**config.mk**
```make
export PLATFORM = sky130hd
export DESIGN_NAME = uart_rx_oversampler
export DESIGN_NICKNAME = d
export VERILOG_FILES = /design/src/rtl/uart_rx_pkg.sv /design/src/rtl/uart_rx_oversampler_sync.sv /design/src/rtl/uart_rx_oversampler.sv
export SDC_FILE = /design/constraint.sdc
export NUM_CORES = 1
export LEC_CHECK = 0
export BUFFER_PORTS_ARGS = -buffer_cell sky130_fd_sc_hd__buf_2
export CAP_MARGIN = 20
export CORE_AREA = 2 2 58 60
export DETAILED_ROUTE_END_ITERATION = 6
export DIE_AREA = 0 0 60 62
export HOLD_SLACK_MARGIN = 0.08
export PLACE_DENSITY = 0.58
export RECOVER_POWER = 100
export SLEW_MARGIN = 20
export SYNTH_ARGS = -nofsm -noshare
export SYNTH_HDL_FRONTEND = slang
export SYNTH_SLANG_ARGS = --single-unit
export TNS_END_PERCENT = 20
```
**constraint.sdc**
```tcl
create_clock -name clk -period 1.9 [get_ports clk]
set_clock_uncertainty 0.2 [all_clocks]
set_input_delay 0.095 -clock clk [delete_from_list [all_inputs] [get_ports clk]]
set_output_delay 0.095 -clock clk [all_outputs]
set_load 0.05 [all_outputs]
```
**src/rtl/uart_rx_pkg.sv**
```systemverilog
// Shared types and helpers for the UART receive path.
package uart_rx_pkg;

    typedef enum logic [1:0] {
        IDLE    = 2'd0,
        COLLECT = 2'd1,
        HOLD    = 2'd2
    } rx_samp_state_e;

    // Prescale must exceed the sample count by this much so that the
    // window and the decision edge never overlap or wrap.
    localparam int unsigned MIN_PRESCALE_MARGIN = 4;

    // First sample edge: window centred on the middle of the bit.
    function automatic int unsigned sample_lo(input int unsigned prescale,
                                              input int unsigned n);
        return (prescale >> 1) - (n >> 1);
    endfunction

    // Last sample edge, inclusive.
    function automatic int unsigned sample_hi(input int unsigned prescale,
                                              input int unsigned n);
        return (prescale >> 1) + (n >> 1);
    endfunction

endpackage

```
**src/rtl/uart_rx_oversampler_sync.sv**
```systemverilog
// Two-flop synchronizer for the RX pin. Resets to 1 (idle line level).
module uart_rx_sync (
    input  logic clk,
    input  logic rst,
    input  logic d_i,
    output logic q_o
);

    logic meta_q;
    logic sync_q;

    // Double-register the asynchronous pin.
    always_ff @(posedge clk or negedge rst) begin
        if (!rst) begin
            meta_q <= 1'b1;
            sync_q <= 1'b1;
        end else begin
            meta_q <= d_i;
            sync_q <= meta_q;
        end
    end

    assign q_o = sync_q;

endmodule

```
**src/rtl/uart_rx_oversampler.sv**
```systemverilog
// UART receive-bit sampler: majority vote over NUM_SAMPLES samples centred
// in the bit, with per-bit valid pulse, noise flag and config-error flag.
// Optional macro RX_SYNC_EN inserts a 2-flop synchronizer on rx_in.
module uart_rx_oversampler
    import uart_rx_pkg::*;
#(
    parameter int unsigned PRESCALE_W  = 6,
    parameter int unsigned NUM_SAMPLES = 3,
    parameter int unsigned CNT_W       = 3
) (
    input  logic                  clk,
    input  logic                  rst,
    input  logic                  rx_in,
    input  logic                  samp_en,
    input  logic [PRESCALE_W-1:0] prescale,
    input  logic [PRESCALE_W-1:0] edge_cnt,
    output logic                  sampled_bit,
    output logic                  sample_valid,
    output logic                  noise_err,
    output logic                  cfg_err
);

    localparam int unsigned HALF = NUM_SAMPLES >> 1;

    rx_samp_state_e        state_q, state_d;
    logic [CNT_W-1:0]      ones_q, ones_d;
    logic [CNT_W-1:0]      cnt_q, cnt_d;
    logic                  bit_q, bit_d;
    logic                  noise_q, noise_d;
    logic                  valid_q, valid_d;
    logic                  cfg_err_q;
    logic                  rx_s;
    logic [PRESCALE_W-1:0] win_lo, win_hi, dec_edge;
    logic                  in_win;

`ifdef RX_SYNC_EN
    uart_rx_sync u_sync (
        .clk (clk),
        .rst (rst),
        .d_i (rx_in),
        .q_o (rx_s)
    );
`else
    assign rx_s = rx_in;
`endif

    assign win_lo   = PRESCALE_W'(sample_lo(32'(prescale), NUM_SAMPLES));
    assign win_hi   = PRESCALE_W'(sample_hi(32'(prescale), NUM_SAMPLES));
    assign dec_edge = prescale - PRESCALE_W'(2);
    assign in_win   = (edge_cnt >= win_lo) && (edge_cnt <= win_hi);

    // State, counters, outputs and the registered config check.
    always_ff @(posedge clk or negedge rst) begin
        if (!rst) begin
            state_q   <= IDLE;
            ones_q    <= '0;
            cnt_q     <= '0;
            bit_q     <= 1'b0;
            noise_q   <= 1'b0;
            valid_q   <= 1'b0;
            cfg_err_q <= 1'b0;
        end else begin
            state_q   <= state_d;
            ones_q    <= ones_d;
            cnt_q     <= cnt_d;
            bit_q     <= bit_d;
            noise_q   <= noise_d;
            valid_q   <= valid_d;
            cfg_err_q <= (32'(prescale) < NUM_SAMPLES + MIN_PRESCALE_MARGIN);
        end
    end

    // Next-state: samp_en low forces IDLE from anywhere; a bad config
    // suppresses sampling, the valid pulse and any output change.
    always_comb begin
        state_d = state_q;
        ones_d  = ones_q;
        cnt_d   = cnt_q;
        bit_d   = bit_q;
        noise_d = noise_q;
        valid_d = 1'b0;
        if (!samp_en || state_q == IDLE) begin
            ones_d  = '0;
            cnt_d   = '0;
            if (!cfg_err_q) begin
                bit_d   = 1'b0;
                noise_d = 1'b0;
            end
            state_d = samp_en ? COLLECT : IDLE;
        end else begin
            case (state_q)
                COLLECT: begin
                    if (edge_cnt == dec_edge) begin
                        state_d = HOLD;
                        ones_d  = '0;
                        cnt_d   = '0;
                        if (!cfg_err_q) begin
                            // A short window (entered mid-bit) still uses the
                            // full-set threshold but is always flagged noisy.
                            bit_d   = (32'(ones_q) > HALF);
                            noise_d = (32'(cnt_q) < NUM_SAMPLES) ||
                                      ((ones_q != '0) && (32'(ones_q) != NUM_SAMPLES));
                            valid_d = 1'b1;
                        end
                    end else if (in_win && !cfg_err_q) begin
                        cnt_d  = cnt_q + CNT_W'(1);
                        ones_d = ones_q + CNT_W'(rx_s);
                    end
                end
                HOLD: begin
                    ones_d = '0;
                    cnt_d  = '0;
                    if (edge_cnt == '0) state_d = COLLECT;
                end
                default: state_d = IDLE;
            endcase
        end
    end

    assign sampled_bit  = bit_q;
    assign sample_valid = valid_q;
    assign noise_err    = noise_q;
    assign cfg_err      = cfg_err_q;

endmodule
```
# After elaboration in Yosys (flattened, before gate mapping)

Cells that the tools add are included.

Bits in registers: 12
Input bits: 16
Output and inout bits: 4
Logic and storage cells: 68

Add/sub/neg operators: 5
$lt $le $gt $ge: 5
Equal/unequal tests: 9
Multiplexer cells: 26
Reduce and logical (&&, ||, !) cells: 16

Operators by type and width:

| kind                                                                         | number |
|---|---|
| 3-bit 2-to-1 mux                                                             | 6 |
| 1-bit 2-to-1 mux                                                             | 14 |
| 3-bit one-hot mux with 2 select lines                                        | 2 |
| 3-bit != test, second input constant                                         | 3 |
| 5-bit by 1-bit adder with 6-bit output, second input constant                | 1 |
| 6-bit equality test                                                          | 1 |
| 6-bit >= comparator                                                          | 1 |
| 6-bit <= comparator                                                          | 1 |
| 6-bit zero test                                                              | 1 |
| 6-bit by 3-bit less-than comparator with 1-bit output, second input constant | 1 |
| 2-bit 2-to-1 mux                                                             | 3 |
| 3-bit nonzero test                                                           | 2 |
| 5-bit by 1-bit subtractor with 6-bit output, second input constant           | 1 |
| 6-bit by 2-bit subtractor with 6-bit output, second input constant           | 1 |
| 4-bit != test, second input constant                                         | 1 |
| 2-bit one-hot mux with 2 select lines                                        | 1 |
| 2-bit AND reduction                                                          | 2 |
| 4-bit AND reduction                                                          | 1 |
| 2-bit nonzero test                                                           | 2 |
| 3-bit by 1-bit adder with 3-bit output                                       | 1 |
| 3-bit by 1-bit adder with 3-bit output, second input constant                | 1 |
| 3-bit by 1-bit > comparator with 1-bit output, second input constant         | 1 |
| 1-bit logical AND                                                            | 3 |
| 3-bit by 2-bit less-than comparator with 1-bit output, second input constant | 1 |
| other kinds (7)                                                              | 9 |

# Logic depth before layout (Yosys ltp)

Depth after elaboration: 8
Depth in mapped cells: 10

# Worst setup path after synthesis

Ideal clock, no wire load.

Kind: input-to-reg
Start: input port prescale[1]
End: register cnt_q[2]
Setup time: 0.082 ns
Arrival: 2.062 ns
Required time: 1.618 ns
Path slack: -0.444 ns
Stages: 10
Path buffers: 0
Cell sequence: inv_1 ha_1 inv_1 ha_1 nor2b_1 o21a_1 o311ai_1 nand4_1 or4_1 a31oi_1

Longest elaborated chain between the ends: 6
Elaborated cells on any way between the ends: 13

Ends and longest elaborated chain:

| item                                                                                                         | line                                 | text |
|---|---|---|
| start: declaration                                                                                           | uart_rx_oversampler.sv:15            | `input logic [PRESCALE_W-1:0] prescale,` |
| 5-bit by 1-bit subtractor with 6-bit output / 5-bit by 1-bit adder with 6-bit output (equally long branches) | uart_rx_pkg.sv:17, uart_rx_pkg.sv:23 |  |
| 6-bit >= comparator / 6-bit <= comparator (equally long branches)                                            | uart_rx_oversampler.sv:50            | `assign in_win = (edge_cnt >= win_lo) && (edge_cnt <= win_hi);` |
| 1-bit logical AND                                                                                            | uart_rx_oversampler.sv:50            |  |
| 1-bit logical AND                                                                                            | uart_rx_oversampler.sv:105           | `end else if (in_win && !cfg_err_q) begin` |
| 4-bit != test (no line)                                                                                      | -                                    |  |
| 2-bit AND reduction (no line)                                                                                | -                                    |  |
| end signal: assignment                                                                                       | uart_rx_oversampler.sv:65            | `cnt_q <= cnt_d;` |
| end: declaration                                                                                             | uart_rx_oversampler.sv:27            | `logic [CNT_W-1:0] cnt_q, cnt_d;` |

Several ways; a longest one is shown, not always the timed one.
A chain may end at the register's enable or synchronous reset.

# Worst setup path in the final report

Start: input port prescale[2]
End: register cnt_q[1]

The elaborated chain is that of the path after synthesis.

==> impl_metrics.toml <==
[run_status]
status = "finished with violations"
violations = "negative setup slack"

[logic_synthesis]
synthDistinctLibCells = 40
synthCells = 124
synth_area_mm2 = 0.00117
ys_ff_latch = 12
synth_edf_count = 0
syn_avg_cell_area_um2 = 9.43
synth_seq_area_share_pct = 25.7
async_flop_share_pct = 100
syn_nets = 156
synthFlopType = "dfrtp_1"
synth_warnings = 0

[global_routing]
antenna_found_initial = 0
grt_overflow_total = 0
grt_first_pass_wirelength_mm = 4.82
grt_max_degree = 13
grt_pass1_vias = 1081
track_usage_pct = 17.4

[route]
vias_per_cell = 5.06
first_pass_iters = 4
vias = 1108
first_iter_violations = 53
ant_nets = 0
drt-wirelength-per-cell_um = 13.7
drc_errors = 0
drt-total-wl_mm = 3.00

[cts]
numCtsBuffers = 3
cts_tree = "yes"
cts_max_level = 1
clockBufferDepth = 2
root_buffer = "clkbuf_4"
insertion_delay_ps = 280
cts.sinks = 12
clk_pin_slew_ps = 80

[critical_path]
crit_path_start_kind = "input pin"
crit_required_ps = 1900
critical_path.max_stage_delay_ps = 360
slowest_stage = "or3_4"
critPathCaptureType = "flop"
cp.arrival_ps = 2210
critical_path_class = "in2reg"
path_cells = "buf_12, ha_4, nand3_2, xor2_1, ha_1, and3_4, o21a_1, o311ai_2, buf_4, nand3_1, or3_4, o22ai_1"
critPathBufInv = 2
crit_path_max_fanout = 4
cp_top_family = "simple AND/OR/NAND/NOR gates"

[floorplanning]
dieArea_mm2 = 0.00372
rows = 21
die_x_um = 60
io_pins = 20
initial_core_util_pct = 36.8
coreArea_mm2 = 0.00318
fp.dieH_um = 62

[timing]
fmax_mhz = 453
post-route-min-period_ps = 2210
whs_ps = 163
fin_crit_sh_pct = 116
setup_viol = 8
tns_ps = -1900
setup_ws_ps = -307
finalMaxSlewViolations = 0
finalHoldViolCount = 0
slew_headroom_pct = 60.8
grt_setup_unrepaired = "true"
tightestPinTransition_ps = 591

[power_and_ir_drop]
peakVddDrop_uv = 186
finalPower_mw = 0.758
p_per_area_mw_per_mm2 = 451
leakage_nw = 0.761

[place]
portBuffers = 19
placed_cells = 206
place_ws_ps = -679
gp_congestion = 0.836
hpwl_mm = 2.35
post_dp_cell_area_mm2 = 0.00147

[flow_run]
max-cap-violations = 0

[final_layout]
final_area_mm2 = 0.00168
nets = 206
layout_commonest_cell = "buf_4"
final_cell_mix = "24 x buf_4, 13 x ha_1, 13 x buf_2, 12 x nand3_1, 12 x dfrtp_1"
postLayoutCoreUtil_pct = 52.9
layout-drive-gt1-share_pct = 37.6
area_growth_pct = 43.7
diodes = 0
stdcell_count = 219

[hold_path]
hold_class = "in2reg"
path summary, 6_finish.rpt:
path	startpoint	cells past startpoint	end	slack, ps
worst max register to register	ones_q[0]$_DFFE_PN0P_	5	ones_q[2]$_DFFE_PN0P_	170
worst max-delay path	prescale[2]	12	cnt_q[1]$_DFFE_PN0P_	-310
max in group asynchronous	rst	3	sampled_bit$_DFFE_PN0P_	460
worst min register to register	noise_err$_DFFE_PN0P_	2	noise_err$_DFFE_PN0P_	360
min in group asynchronous	rst	3	ones_q[1]$_DFFE_PN0P_	660
worst min-delay path	edge_cnt[5]	5	state_q[1]$_DFFE_PN0P_	160
registers in the layout, summed over array words and instances (netlist names):
signal and cells:
cnt_q 3, state_q 2, noise_err 1, ones_q 3, sample_valid 1, sampled_bit 1, cfg_err 1
logic make-up after synthesis:
| family | count (synthesis) | share of synthesized area [%] |
|---|---|---|
| AND/OR/NAND/NOR | 45 | 24.0 |
| adder cells (fa/ha/maj) | 16 | 17.1 |
| AO/OA/AOI/OAI | 26 | 13.8 |
| flip-flops | 12 | 25.7 |
| buffers and inverters | 12 | 5.45 |
| XOR/XNOR | 13 | 14.0 |
worst min-delay path, stage by stage:
cell and delay (ps):
buf_2 160, nor4_1 70, nand2_1 90, a31oi_1 90, nor2b_1 100
layer usage:
layer | track usage, % | vias up | wire length, um
met3 | 1.86 | 2 | 93
met4 | 7.30 | 0 | 27
met2 | 30.0 | 30 | 1510
met1 | 22.4 | 516 | 1370
li1 | - | 560 | -
met5 | 0 | - | 0
cells in the mapped netlist (2+ instances only):
cell type / number / area, um^2
a21oi_1: 6 / 30.0
a31oi_1: 3 / 18.8
and3_1: 3 / 18.8
buf_2: 2 / 10.0
dfrtp_1: 12 / 300
ha_1: 16 / 200
inv_1: 6 / 22.5
nand2_1: 4 / 15.0
nand3_1: 15 / 75.1
nand4_1: 3 / 18.8
nor2_1: 2 / 7.51
nor2b_1: 3 / 18.8
nor3_1: 3 / 15.0
o21a_1: 3 / 22.5
o21ai_0: 4 / 20.0
o22ai_1: 6 / 37.5
or4_1: 2 / 15.0
xnor2_1: 6 / 52.6
xnor3_1: 2 / 45.0
xor2_1: 3 / 26.3
repair_timing:
action / in CTS / in global routing
buffers inserted: 3 / 0
setup endpoints to repair: 7 / 9
endpoints found under the hold margin: 21 / 0
gates resized for setup: 21 / 4
hold buffers: 6 / 0
pin swaps: 11 / 1
cloned: 0 / 0
area by class of cell:
cell class              instances  area (um^2)
clock buffers                   4         36.3
multi-input cells             100          887
flip-flops and latches         12          300
well taps                      46         57.6
inverters                       6         22.5
repair buffers                 51          378
fillers                       304         1500
power by group:
group / switching, mW / internal (mW)
clock network: 0.0880 / 0.116
registers: 0.00542 / 0.260
logic: 0.132 / 0.156
total: 0.225 / 0.532
No activity file was read; power rests on OpenSTA's default activity.
